`config.mk`:
```
export PLATFORM = sky130hd
export DESIGN_NAME = decode_module_flat
export DESIGN_NICKNAME = d
export VERILOG_FILES = /design/src/rtl/y86_pkg.sv /design/src/rtl/decode_module_if.sv /design/src/rtl/decode_module_fwd_sel.sv /design/src/rtl/decode_module.sv /design/src/flat_wrapper.sv
export SDC_FILE = /design/constraint.sdc
export NUM_CORES = 2
export LEC_CHECK = 0
export ABC_CLOCK_PERIOD_IN_PS = 10300
export CORE_AREA = 2 2 711 713
export CTS_BUF_LIST = sky130_fd_sc_hd__clkbuf_8
export CTS_CLUSTER_SIZE = 10
export DETAILED_ROUTE_END_ITERATION = 8
export DIE_AREA = 0 0 713 715
export PLACE_DENSITY = 0.3
export SYNTH_ARGS = -nofsm -noshare
export SYNTH_HDL_FRONTEND = slang
export SYNTH_HIERARCHICAL = 1
export SYNTH_SLANG_ARGS = --single-unit
```
`constraint.sdc`:
```
create_clock -name clk -period 10.3 [get_ports clk]
set_input_delay 2.06 -clock clk [delete_from_list [all_inputs] [get_ports clk]]
set_output_delay 2.06 -clock clk [all_outputs]
set_load 0.02 [all_outputs]
```
`src/rtl/y86_pkg.sv`:
```
// -----------------------------------------------------------------------------
// y86_pkg
// Shared Y86-64 definitions for the pipeline: instruction codes, register IDs,
// status codes, and the E pipeline-register record with its bubble value.
// No ports (package).
// -----------------------------------------------------------------------------
package y86_pkg;

    // Instruction codes
    localparam logic [3:0] I_HALT   = 4'h0;
    localparam logic [3:0] I_NOP    = 4'h1;
    localparam logic [3:0] I_RRMOVQ = 4'h2;  // also CMOVXX
    localparam logic [3:0] I_IRMOVQ = 4'h3;
    localparam logic [3:0] I_RMMOVQ = 4'h4;
    localparam logic [3:0] I_MRMOVQ = 4'h5;
    localparam logic [3:0] I_OPQ    = 4'h6;
    localparam logic [3:0] I_JXX    = 4'h7;
    localparam logic [3:0] I_CALL   = 4'h8;
    localparam logic [3:0] I_RET    = 4'h9;
    localparam logic [3:0] I_PUSHQ  = 4'hA;
    localparam logic [3:0] I_POPQ   = 4'hB;

    // Register IDs
    localparam logic [3:0] RSP   = 4'h4;
    localparam logic [3:0] RNONE = 4'hF;

    // Status codes
    localparam logic [1:0] STAT_AOK = 2'd0;
    localparam logic [1:0] STAT_HLT = 2'd1;
    localparam logic [1:0] STAT_ADR = 2'd2;
    localparam logic [1:0] STAT_INS = 2'd3;

    // Contents of the E pipeline register
    typedef struct packed {
        logic [3:0]  icode;
        logic [3:0]  ifun;
        logic [1:0]  stat;
        logic [63:0] val_c;
        logic [63:0] val_a;
        logic [63:0] val_b;
        logic [3:0]  dst_e;
        logic [3:0]  dst_m;
        logic [3:0]  src_a;
        logic [3:0]  src_b;
    } e_reg_t;

    // A bubble is a NOP that reads and writes nothing
    localparam e_reg_t E_BUBBLE = '{
        icode: I_NOP,   ifun: 4'h0,    stat: STAT_AOK,
        val_c: 64'd0,   val_a: 64'd0,  val_b: 64'd0,
        dst_e: RNONE,   dst_m: RNONE,  src_a: RNONE, src_b: RNONE
    };

endpackage

```
`src/rtl/decode_module_if.sv`:
```
// -----------------------------------------------------------------------------
// decode_module_if
// Bundles the decode stage's pipeline-facing signals:
//   D_*            D-register fields (from fetch)
//   e_/M_/m_/W_*   forwarding destination IDs and values from later stages
//   regfile        architectural registers 0..14, reg i at [64*i+63:64*i]
//   E_bubble       bubble request from pipeline control
//   d_*            combinational source IDs / forwarded operands
//   E_*            E pipeline-register outputs
// master: the surrounding pipeline; slave: the decode stage.
// -----------------------------------------------------------------------------
interface decode_module_if;

    logic [3:0]   D_icode, D_ifun, D_rA, D_rB;
    logic [63:0]  D_valC, D_valP;
    logic [1:0]   D_stat;

    logic [3:0]   e_dstE, M_dstE, M_dstM, W_dstE, W_dstM;
    logic [63:0]  e_valE, M_valE, m_valM, W_valE, W_valM;

    logic [959:0] regfile;
    logic         E_bubble;

    logic [3:0]   d_srcA, d_srcB;
    logic [63:0]  d_valA, d_valB;

    logic [3:0]   E_icode, E_ifun, E_srcA, E_srcB, E_dstE, E_dstM;
    logic [63:0]  E_valA, E_valB, E_valC;
    logic [1:0]   E_stat;

    modport master (
        output D_icode, D_ifun, D_rA, D_rB, D_valC, D_valP, D_stat,
        output e_dstE, M_dstE, M_dstM, W_dstE, W_dstM,
        output e_valE, M_valE, m_valM, W_valE, W_valM,
        output regfile, E_bubble,
        input  d_srcA, d_srcB, d_valA, d_valB,
        input  E_icode, E_ifun, E_srcA, E_srcB, E_dstE, E_dstM,
        input  E_valA, E_valB, E_valC, E_stat
    );

    modport slave (
        input  D_icode, D_ifun, D_rA, D_rB, D_valC, D_valP, D_stat,
        input  e_dstE, M_dstE, M_dstM, W_dstE, W_dstM,
        input  e_valE, M_valE, m_valM, W_valE, W_valM,
        input  regfile, E_bubble,
        output d_srcA, d_srcB, d_valA, d_valB,
        output E_icode, E_ifun, E_srcA, E_srcB, E_dstE, E_dstM,
        output E_valA, E_valB, E_valC, E_stat
    );

endinterface

```
`src/rtl/decode_module_fwd_sel.sv`:
```
// -----------------------------------------------------------------------------
// fwd_sel
// One operand of the decode stage: five-source priority forwarding in front of
// a register-file read, with an optional valP override (used for jXX/call).
//   i_src        source register ID (RNONE = no read, yields 0)
//   i_use_valp   select i_valp ahead of everything else
//   i_valp       fall-through PC
//   i_*_dst*     forwarding destination IDs, i_*_val* their values
//   i_regfile    registers 0..14 packed 64 bits each
//   o_val        selected operand
// -----------------------------------------------------------------------------
module fwd_sel
    import y86_pkg::*;
(
    input  logic [3:0]   i_src,
    input  logic         i_use_valp,
    input  logic [63:0]  i_valp,
    input  logic [3:0]   i_e_dste,
    input  logic [63:0]  i_e_vale,
    input  logic [3:0]   i_m_dstm,
    input  logic [63:0]  i_m_valm,
    input  logic [3:0]   i_m_dste,
    input  logic [63:0]  i_m_vale,
    input  logic [3:0]   i_w_dstm,
    input  logic [63:0]  i_w_valm,
    input  logic [3:0]   i_w_dste,
    input  logic [63:0]  i_w_vale,
    input  logic [959:0] i_regfile,
    output logic [63:0]  o_val
);

    // RNONE must never hit a forwarding source even if a stage carries RNONE
    logic w_live;
    assign w_live = (i_src != RNONE);

    always_comb begin
        // NOTE: every output gets a default before any branch, so no path can
        // leave it unassigned and infer a latch.
        o_val = 64'd0;
        if (i_use_valp)                          o_val = i_valp;
        else if (w_live && i_src == i_e_dste)    o_val = i_e_vale;
        else if (w_live && i_src == i_m_dstm)    o_val = i_m_valm;
        else if (w_live && i_src == i_m_dste)    o_val = i_m_vale;
        else if (w_live && i_src == i_w_dstm)    o_val = i_w_valm;
        else if (w_live && i_src == i_w_dste)    o_val = i_w_vale;
        else if (w_live)                         o_val = i_regfile[{i_src, 6'd0} +: 64];
    end

endmodule

```
`src/rtl/decode_module.sv`:
```
// -----------------------------------------------------------------------------
// decode_module
// Y86-64 decode / write-back-read stage. Derives source/destination register
// IDs from the D register, reads forwarded operands, and loads the E pipeline
// register every cycle (bubble on E_bubble or reset).
//   clk   stage clock, rising edge
//   rst   asynchronous active-high reset; E register goes to bubble at once
//   bus   decode_module_if.slave (D inputs, forwarding, regfile, d_*/E_* out)
// -----------------------------------------------------------------------------
module decode_module
    import y86_pkg::*;
(
    input  logic           clk,
    input  logic           rst,
    decode_module_if.slave bus
);

    logic [3:0]  w_src_a, w_src_b, w_dst_e, w_dst_m;
    logic [63:0] w_val_a, w_val_b;
    logic        w_use_valp;
    e_reg_t      r_e;

    // Register ID selection. The cmov condition is resolved in execute, so
    // rrmovq/cmovXX always names rB here. Invalid icodes fall to RNONE.
    always_comb begin
        w_src_a = RNONE;
        w_src_b = RNONE;
        w_dst_e = RNONE;
        w_dst_m = RNONE;
        case (bus.D_icode)
            I_RRMOVQ: begin w_src_a = bus.D_rA; w_dst_e = bus.D_rB; end
            I_IRMOVQ: begin w_dst_e = bus.D_rB; end
            I_RMMOVQ: begin w_src_a = bus.D_rA; w_src_b = bus.D_rB; end
            I_MRMOVQ: begin w_src_b = bus.D_rB; w_dst_m = bus.D_rA; end
            I_OPQ:    begin w_src_a = bus.D_rA; w_src_b = bus.D_rB; w_dst_e = bus.D_rB; end
            I_CALL:   begin w_src_b = RSP; w_dst_e = RSP; end
            I_RET:    begin w_src_a = RSP; w_src_b = RSP; w_dst_e = RSP; end
            I_PUSHQ:  begin w_src_a = bus.D_rA; w_src_b = RSP; w_dst_e = RSP; end
            I_POPQ:   begin w_src_a = RSP; w_src_b = RSP; w_dst_e = RSP; w_dst_m = bus.D_rA; end
            default:  ;
        endcase
    end

    // jXX and call carry valP down the pipe in valA (branch-fallthrough / return address)
    assign w_use_valp = (bus.D_icode == I_JXX) || (bus.D_icode == I_CALL);

    fwd_sel u_fwd_a (
        .i_src      (w_src_a),
        .i_use_valp (w_use_valp),
        .i_valp     (bus.D_valP),
        .i_e_dste   (bus.e_dstE),
        .i_e_vale   (bus.e_valE),
        .i_m_dstm   (bus.M_dstM),
        .i_m_valm   (bus.m_valM),
        .i_m_dste   (bus.M_dstE),
        .i_m_vale   (bus.M_valE),
        .i_w_dstm   (bus.W_dstM),
        .i_w_valm   (bus.W_valM),
        .i_w_dste   (bus.W_dstE),
        .i_w_vale   (bus.W_valE),
        .i_regfile  (bus.regfile),
        .o_val      (w_val_a)
    );

    fwd_sel u_fwd_b (
        .i_src      (w_src_b),
        .i_use_valp (1'b0),
        .i_valp     (64'd0),
        .i_e_dste   (bus.e_dstE),
        .i_e_vale   (bus.e_valE),
        .i_m_dstm   (bus.M_dstM),
        .i_m_valm   (bus.m_valM),
        .i_m_dste   (bus.M_dstE),
        .i_m_vale   (bus.M_valE),
        .i_w_dstm   (bus.W_dstM),
        .i_w_valm   (bus.W_valM),
        .i_w_dste   (bus.W_dstE),
        .i_w_vale   (bus.W_valE),
        .i_regfile  (bus.regfile),
        .o_val      (w_val_b)
    );

    // E pipeline register: no stall, so it loads every edge.
    always_ff @(posedge clk or posedge rst) begin
        // NOTE: non-blocking assignments so every flop samples pre-edge values.
        if (rst) begin
            r_e <= E_BUBBLE;
        end else if (bus.E_bubble) begin
            r_e <= E_BUBBLE;
        end else begin
            r_e <= '{
                icode: bus.D_icode, ifun: bus.D_ifun, stat: bus.D_stat,
                val_c: bus.D_valC,  val_a: w_val_a,   val_b: w_val_b,
                dst_e: w_dst_e,     dst_m: w_dst_m,   src_a: w_src_a, src_b: w_src_b
            };
        end
    end

    assign bus.d_srcA  = w_src_a;
    assign bus.d_srcB  = w_src_b;
    assign bus.d_valA  = w_val_a;
    assign bus.d_valB  = w_val_b;

    assign bus.E_icode = r_e.icode;
    assign bus.E_ifun  = r_e.ifun;
    assign bus.E_stat  = r_e.stat;
    assign bus.E_valC  = r_e.val_c;
    assign bus.E_valA  = r_e.val_a;
    assign bus.E_valB  = r_e.val_b;
    assign bus.E_dstE  = r_e.dst_e;
    assign bus.E_dstM  = r_e.dst_m;
    assign bus.E_srcA  = r_e.src_a;
    assign bus.E_srcB  = r_e.src_b;

endmodule

```
`src/flat_wrapper.sv`:
```
// flat-port wrapper written by rule: the top's interface ports become plain ports
module decode_module_flat import y86_pkg::*;
  (clk, rst, bus_D_icode, bus_D_ifun, bus_D_rA, bus_D_rB, bus_D_valC, bus_D_valP, bus_D_stat, bus_e_dstE, bus_M_dstE, bus_M_dstM, bus_W_dstE, bus_W_dstM, bus_e_valE, bus_M_valE, bus_m_valM, bus_W_valE, bus_W_valM, bus_regfile, bus_E_bubble, bus_d_srcA, bus_d_srcB, bus_d_valA, bus_d_valB, bus_E_icode, bus_E_ifun, bus_E_srcA, bus_E_srcB, bus_E_dstE, bus_E_dstM, bus_E_valA, bus_E_valB, bus_E_valC, bus_E_stat);
  decode_module_if bus_i ();
  input  logic clk;
  input  logic rst;
  input wire logic [$bits(bus_i.D_icode)-1:0] bus_D_icode;
  input wire logic [$bits(bus_i.D_ifun)-1:0] bus_D_ifun;
  input wire logic [$bits(bus_i.D_rA)-1:0] bus_D_rA;
  input wire logic [$bits(bus_i.D_rB)-1:0] bus_D_rB;
  input wire logic [$bits(bus_i.D_valC)-1:0] bus_D_valC;
  input wire logic [$bits(bus_i.D_valP)-1:0] bus_D_valP;
  input wire logic [$bits(bus_i.D_stat)-1:0] bus_D_stat;
  input wire logic [$bits(bus_i.e_dstE)-1:0] bus_e_dstE;
  input wire logic [$bits(bus_i.M_dstE)-1:0] bus_M_dstE;
  input wire logic [$bits(bus_i.M_dstM)-1:0] bus_M_dstM;
  input wire logic [$bits(bus_i.W_dstE)-1:0] bus_W_dstE;
  input wire logic [$bits(bus_i.W_dstM)-1:0] bus_W_dstM;
  input wire logic [$bits(bus_i.e_valE)-1:0] bus_e_valE;
  input wire logic [$bits(bus_i.M_valE)-1:0] bus_M_valE;
  input wire logic [$bits(bus_i.m_valM)-1:0] bus_m_valM;
  input wire logic [$bits(bus_i.W_valE)-1:0] bus_W_valE;
  input wire logic [$bits(bus_i.W_valM)-1:0] bus_W_valM;
  input wire logic [$bits(bus_i.regfile)-1:0] bus_regfile;
  input wire logic [$bits(bus_i.E_bubble)-1:0] bus_E_bubble;
  output wire logic [$bits(bus_i.d_srcA)-1:0] bus_d_srcA;
  output wire logic [$bits(bus_i.d_srcB)-1:0] bus_d_srcB;
  output wire logic [$bits(bus_i.d_valA)-1:0] bus_d_valA;
  output wire logic [$bits(bus_i.d_valB)-1:0] bus_d_valB;
  output wire logic [$bits(bus_i.E_icode)-1:0] bus_E_icode;
  output wire logic [$bits(bus_i.E_ifun)-1:0] bus_E_ifun;
  output wire logic [$bits(bus_i.E_srcA)-1:0] bus_E_srcA;
  output wire logic [$bits(bus_i.E_srcB)-1:0] bus_E_srcB;
  output wire logic [$bits(bus_i.E_dstE)-1:0] bus_E_dstE;
  output wire logic [$bits(bus_i.E_dstM)-1:0] bus_E_dstM;
  output wire logic [$bits(bus_i.E_valA)-1:0] bus_E_valA;
  output wire logic [$bits(bus_i.E_valB)-1:0] bus_E_valB;
  output wire logic [$bits(bus_i.E_valC)-1:0] bus_E_valC;
  output wire logic [$bits(bus_i.E_stat)-1:0] bus_E_stat;
  assign bus_i.D_icode = bus_D_icode;
  assign bus_i.D_ifun = bus_D_ifun;
  assign bus_i.D_rA = bus_D_rA;
  assign bus_i.D_rB = bus_D_rB;
  assign bus_i.D_valC = bus_D_valC;
  assign bus_i.D_valP = bus_D_valP;
  assign bus_i.D_stat = bus_D_stat;
  assign bus_i.e_dstE = bus_e_dstE;
  assign bus_i.M_dstE = bus_M_dstE;
  assign bus_i.M_dstM = bus_M_dstM;
  assign bus_i.W_dstE = bus_W_dstE;
  assign bus_i.W_dstM = bus_W_dstM;
  assign bus_i.e_valE = bus_e_valE;
  assign bus_i.M_valE = bus_M_valE;
  assign bus_i.m_valM = bus_m_valM;
  assign bus_i.W_valE = bus_W_valE;
  assign bus_i.W_valM = bus_W_valM;
  assign bus_i.regfile = bus_regfile;
  assign bus_i.E_bubble = bus_E_bubble;
  assign bus_d_srcA = bus_i.d_srcA;
  assign bus_d_srcB = bus_i.d_srcB;
  assign bus_d_valA = bus_i.d_valA;
  assign bus_d_valB = bus_i.d_valB;
  assign bus_E_icode = bus_i.E_icode;
  assign bus_E_ifun = bus_i.E_ifun;
  assign bus_E_srcA = bus_i.E_srcA;
  assign bus_E_srcB = bus_i.E_srcB;
  assign bus_E_dstE = bus_i.E_dstE;
  assign bus_E_dstM = bus_i.E_dstM;
  assign bus_E_valA = bus_i.E_valA;
  assign bus_E_valB = bus_i.E_valB;
  assign bus_E_valC = bus_i.E_valC;
  assign bus_E_stat = bus_i.E_stat;
  decode_module u_core (.clk(clk), .rst(rst), .bus(bus_i));
endmodule
```
[Word-level counts from Yosys, hierarchy flattened]
Index checks and enable logic that the tools add are counted.
Word-level totals
  latch bits: 0
  memories: 0
  RAM bits: 0
  input port bits: 1449
  bits in registers: 218
  output and inout port bits: 354
  bits in read-only memories: 0
  logic and storage cells: 69
Operators by class
  multiply operators: 0
  equality and inequality tests: 22
  bitwise logic cells: 0
  magnitude comparators: 0
  reductions and logical operators: 17
  shifts and indexed selects: 2
  div/mod/pow operators: 0
  $add $sub $neg: 0
  multiplexer cells: 18
Operators by type and width (number)
  variable part select 960 x 11 -> 64 bit: 2
  2-to-1 mux 64 bit: 13
  2-to-1 mux 218 bit: 1
  equality test 4 bit: 10
  case mux 4 bit (2 select lines): 3
  equality test 4 x 3 -> 1 bit, second input constant: 4
  equality test 4 bit, second input constant: 4
  logical AND 1 bit: 10
  equality test 4 x 2 -> 1 bit, second input constant: 2
  != test 4 bit, second input constant: 2
  OR reduction 4 bit: 2
  OR reduction 3 bit: 2
  2-to-1 mux 4 bit: 1
  OR reduction 2 bit: 2
  logical OR 1 bit: 1

[Logic depth before layout (Yosys ltp)]
  depth in word-level cells: 12
  depth in mapped cells: 13
  depth with buffers taken out: 8

[By module]
Netlist, hierarchy kept.
By module, submodules not included
  fwd_sel: instances 2, cells each 1629, sequential area each 0.0 um2, area an instance 13381.6 um2
  decode_module: instances 1, cells each 506, sequential area each 5476.5 um2, area an instance 7248.2 um2

[Least setup slack after synthesis]
Ideal clock, no wire load.
  path kind: input to output
  start point: in bus_D_icode[1]
  end point: out bus_d_valB[16]
  setup slack: 3369 ps
  stages: 10
  path buffers: 3
  data arrival time: 4871 ps
  required time: 8240 ps
  path through: buf_2 nand2_1 a31oi_1 buf_4 buf_4 mux4_2 a22o_1 a31o_1 a311oi_1 a22oi_1
On the way
  word-level cells in the longest chain between the ends: 10
  elaborated cells on any way between the ends: 28
  those cells by class: eq/ne (13); shift (1); mux (7); reduce/logical (7)
Ends and longest elaborated chain
  start: declaration: line flat_wrapper.sv:7  | input wire logic [$bits(bus_i.D_icode)-1:0] bus_D_icode;
  equality test 4 bit / equality test 4 x 3 -> 1 bit (equally long branches): line decode_module.sv:30  | case (bus.D_icode)
  OR reduction 4 bit (no source line) / OR reduction 3 bit (equally long branches)
  case mux 4 bit (2 select lines) (*): line decode_module.sv:30
  named net bus_d_srcB[0]: line flat_wrapper.sv:27  | output wire logic [$bits(bus_i.d_srcB)-1:0] bus_d_srcB;
  variable part select 960 x 11 -> 64 bit (tied with other cells): line decode_module_fwd_sel.sv:46  | else if (w_live) o_val = i_regfile[{i_src, 6'd0} +: 64];
  2-to-1 mux 64 bit / logical AND 1 bit (equally long branches): line decode_module_fwd_sel.sv:46, decode_module_fwd_sel.sv:45
  2-to-1 mux 64 bit: line decode_module_fwd_sel.sv:45  | else if (w_live && i_src == i_w_dste) o_val = i_w_vale;
  2-to-1 mux 64 bit: line decode_module_fwd_sel.sv:44  | else if (w_live && i_src == i_w_dstm) o_val = i_w_valm;
  2-to-1 mux 64 bit: line decode_module_fwd_sel.sv:43  | else if (w_live && i_src == i_m_dste) o_val = i_m_vale;
  2-to-1 mux 64 bit: line decode_module_fwd_sel.sv:42  | else if (w_live && i_src == i_m_dstm) o_val = i_m_valm;
  2-to-1 mux 64 bit (*): line decode_module_fwd_sel.sv:41  | else if (w_live && i_src == i_e_dste) o_val = i_e_vale;
  end: declaration: line flat_wrapper.sv:29  | output wire logic [$bits(bus_i.d_valB)-1:0] bus_d_valB;
Mark *: on every way through the listed nets, which the timed path passes. The rest lies on a longest branch.

[Final worst setup path]
  start point: in bus_D_icode[0]
  end point: out bus_d_valB[34]
On the way
  word-level cells in the longest chain between the ends: 10
  elaborated cells on any way between the ends: 28
  those cells by class: eq/ne (13); shift (1); mux (7); reduce/logical (7)
Ends and longest elaborated chain (line)
  equality test 4 bit / equality test 4 x 3 -> 1 bit (equally long branches): decode_module.sv:30
  OR reduction 4 bit (no source line) / OR reduction 3 bit (equally long branches)
  case mux 4 bit (2 select lines) (*): decode_module.sv:30
  variable part select 960 x 11 -> 64 bit (tied with other cells): decode_module_fwd_sel.sv:46
  2-to-1 mux 64 bit / logical AND 1 bit (equally long branches): decode_module_fwd_sel.sv:46, decode_module_fwd_sel.sv:45
  2-to-1 mux 64 bit: decode_module_fwd_sel.sv:45
  2-to-1 mux 64 bit: decode_module_fwd_sel.sv:44
  2-to-1 mux 64 bit: decode_module_fwd_sel.sv:43
  2-to-1 mux 64 bit: decode_module_fwd_sel.sv:42
  2-to-1 mux 64 bit (*): decode_module_fwd_sel.sv:41
Mark *: on every way between the ends. The rest lies on a longest branch, timed or not.

==> run summary <==
Floorplanning
• 715 µm — Die Height
• 6.763% — effective utilization at floorplan
• 509800 µm² — area of the die
• 1803 — Ports
• 261 — row count
• 502900 µm² — total core area
• 713 µm — Die Wd

Worst setup path
• bus_D_icode[0] — origin of the worst setup path
• primary input — Critical Path Start Type
• clkdlybuf4s50_1 -> buf_4 -> nand2_1 -> a31oi_4 -> buf_4 -> and4_4 -> nor3_2 -> and2_4 -> buf_12 -> o311ai_0 -> a22oi_1 -> clkdlybuf4s50_1 — cells traversed along the worst timing path
• o311ai_0 — standard cell with the maximum stage delay on the critical path
• 1.25 ns — delay of the slowest critical-path stage
• 8.24 ns — required time at the worst-slack endpoint
• 7.55 ns — WP data arrival
• primary output — CP Capture Type
• 5 — number of buffers and inverters on the critical path
• in -> out — type of the worst setup path
• compound AO/OA/AOI/OAI gates — CP delay by family, top
• 51 — maximum fanout along the worst path

STA
• 7.304% — headroom to the max-slew limit
• 1.620 ns — WHS
• no — RSZ-0062 raised after global routing
• 1.373 ns — transition at the pin with the smallest max-transition slack
• 9.611 ns — minimum clock period
• 0 — Hold Violations, Final
• 0 — Slew Limit Fails
• 0 ns — total negative setup slack
• 0.6887 ns — final worst slack
• 93.31% — final clock period utilization by the worst path
• 0 — setup violation total in the final timing report
• 0.1040 GHz — highest clock rate

Route
• 6 — Initial DRT Pass Iterations
• 47420 — total via count in the routed design
• 39.85 µm — detail-routed net length per standard cell
• 3.820 — via density per instance
• 0 — number of nets with antenna violations after routing
• 494.7 mm — wire length reported by the detailed router
• 0 — number of design rule violations left after detail routing
• 5684 — Iteration-0 DRC Markers

CTS
• 0.06 ns — CTS clk-pin slew, worst paths
• 58 — number of buffers created by CTS
• 0 — quantity of gates resized following cts
• 3 — maximum buffer depth of the clock tree
• 0 — post-CTS setup buffer count
• clkbuf_8 — clk root buf
• 218 — sink count of the clock tree
• 2 — # H-tree levels
• 0 — hold-fix buffer count after cts
• yes — TritonCTS clock tree

Finish
• 6910 — final-stage net count
• 86.61% — Area Growth Syn to Fin
• clkdlybuf4s50_1 — most frequent standard cell in the layout excluding fill and tap cells
• 25170 µm² — area of the multi-input gates
• 57590 — number of fill cells
• clkdlybuf4s50_1, inv_1, mux2i_1 — commonest cells after routing, fill and taps aside
• 13.18% — layout cell share with drive strength beyond 1
• 5477 µm² — sequential cell area in the final layout

Synthesis
• 6 — Warnings, synthesis
• 16.10% — sequential-to-total area share from yosys stat
• 55 — Cell variety after synth
• 3764 — Syn Inst Count
• dfrtp_1 — main flop type after synthesis
• 9.036 µm² — synthesized area per cell
• 218 — register bit count reported by yosys
• 34010 µm² — Netlist Area Pre-Place
• 0 — number of flops mapped to enable cells by yosys
• 100.0% — Synth async-reset ratio

Placement
• 1802 — input/output buffers
• 0.9175 — routability congestion estimate from global placement
• 0.5262 ns — Worst Setup Slack post-DPL
• 420.2 mm — half-perimeter wire length after detailed placement

Status
• finished, final reports clean — status

Hold path
• bus_E_bubble — source of the worst hold timing path
• in -> reg — worst hold-check path type

Global route
• 0 — final global-route overflow total
• 46490 — via count of the first global-routing pass
• 600.3 mm — first-pass GRT wire length
• 100 — pin count of the biggest net entering global routing
• 386 — initial antenna violation count
• 18.45% — GRT Util Overall

Pwr
• 62.5% — Comb pwr share
• 22.9% — proportion of power drawn by the clock network
• 14.6% — Flop pwr share
• 3.474 mW — Internal Power
• 3.241 mW — reported net switching power
• 0.1433 mV — Peak VDD IR
• 22.51 nW — static leakage power
• 105.8 nW/µm² — power per cell area
• 48.27% — proportion of total power due to net switching

Run
• 0 — count of maximum capacitance violations

[per-stage QoR]
stage | std cells | power (mW) | instance area (µm²) | util, %
after floorplan | 3830 | 2.536 | 34260 | -
after global placement | 12110 | 5.175 | 61530 | 12.24
after detailed placement | 12110 | 5.164 | 61530 | 12.24
after CTS | 12220 | 6.820 | 62970 | 12.52
after global routing | 12360 | 6.961 | 63330 | 12.59
final | 12410 | 6.715 | 63470 | 12.62
[synthesized netlist by cell type, types with 6 or more instances]
cell	instances	share of area, %
xor2_1	20	0.52
nand2_1	131	1.4
a311oi_1	128	3.3
buf_2	159	2.3
o221ai_1	128	3.3
xnor2_1	20	0.52
dfstp_2	17	1.3
a2111oi_0	128	3.3
a31oi_1	7	0.13
a31o_1	128	3.3
clkbuf_2	6	0.088
a22oi_1	256	5.7
a22o_1	128	3.3
o22ai_1	128	2.4
nor2b_1	208	3.8
buf_4	30	0.66
nand3b_1	129	2.8
buf_1	20	0.22
or3_1	128	2.4
clkbuf_1	278	3.1
o311ai_0	128	3.3
nand4_1	9	0.17
inv_1	388	4.3
o32ai_1	128	3.3
mux4_2	256	17
nor2_1	15	0.17
buf_6	20	0.66
mux2i_1	384	11
dfrtp_1	201	15
[cells by family (layout without fill, tap and decap cells)]
family,after synthesis,in the layout,synth area share (%)
AND/OR/NAND/NOR,656,656,11.60
buffers and inverters,906,2586,11.44
multiplexers,640,640,28.25
flip-flops,218,218,16.10
XOR/XNOR,40,40,1.030
AO/OA/AOI/OAI,1303,1303,31.56
other,1,265,0.01103
[sequential cells by signal, indices dropped and copies added (netlist names)]
register / flops
u_core/bus.E_stat: 2
u_core/bus.E_valA: 64
u_core/bus.E_srcB: 4
u_core/bus.E_ifun: 4
u_core/bus.E_dstM: 4
u_core/bus.E_valB: 64
u_core/bus.E_valC: 64
u_core/bus.E_dstE: 4
u_core/bus.E_srcA: 4
u_core/bus.E_icode: 4
[per-layer routing]
metal | vias up | GRT usage (%) | wire [µm]
met3 | 822 | 6.225 | 46380
met4 | 202 | 5.634 | 17550
met1 | 24280 | 22.56 | 200100
met2 | 3312 | 30.45 | 229400
met5 | - | 0 | 1291
li1 | 18810 | - | -
[worst paths after layout]
kind / end / slack, ns / cells after the start
min in group asynchronous: u_core/bus.E_valB[38] / 1.63 / 2
worst max-delay path: bus_d_valB[34] / 0.69 / 12
max in group asynchronous: u_core/bus.E_valB[63] / 7.22 / 3
worst min-delay path: u_core/bus.E_icode[1] / 1.62 / 2
[power groups by stage]
stage	clock network, mW	logic (mW)	registers [mW]
3_5_place_dp	0	4.17	0.995
3_3_place_gp	0	4.18	0.994
4_1_cts	1.65	4.19	0.980
5_1_grt	1.66	4.32	0.985
6_report	1.54	4.20	0.977
2_1_floorplan	0	1.45	1.08
[layout make-up]
type,instances,share of cell area (%)
inverter,391,2.328
multi-input combinational,2706,39.66
tap,6706,13.22
antenna,198,0.7807
timing repair buffer,2086,33.11
clock inverter,41,0.7925
clock buffer,68,1.475
sequential,218,8.629
Power figures use the tool's default switching activity.
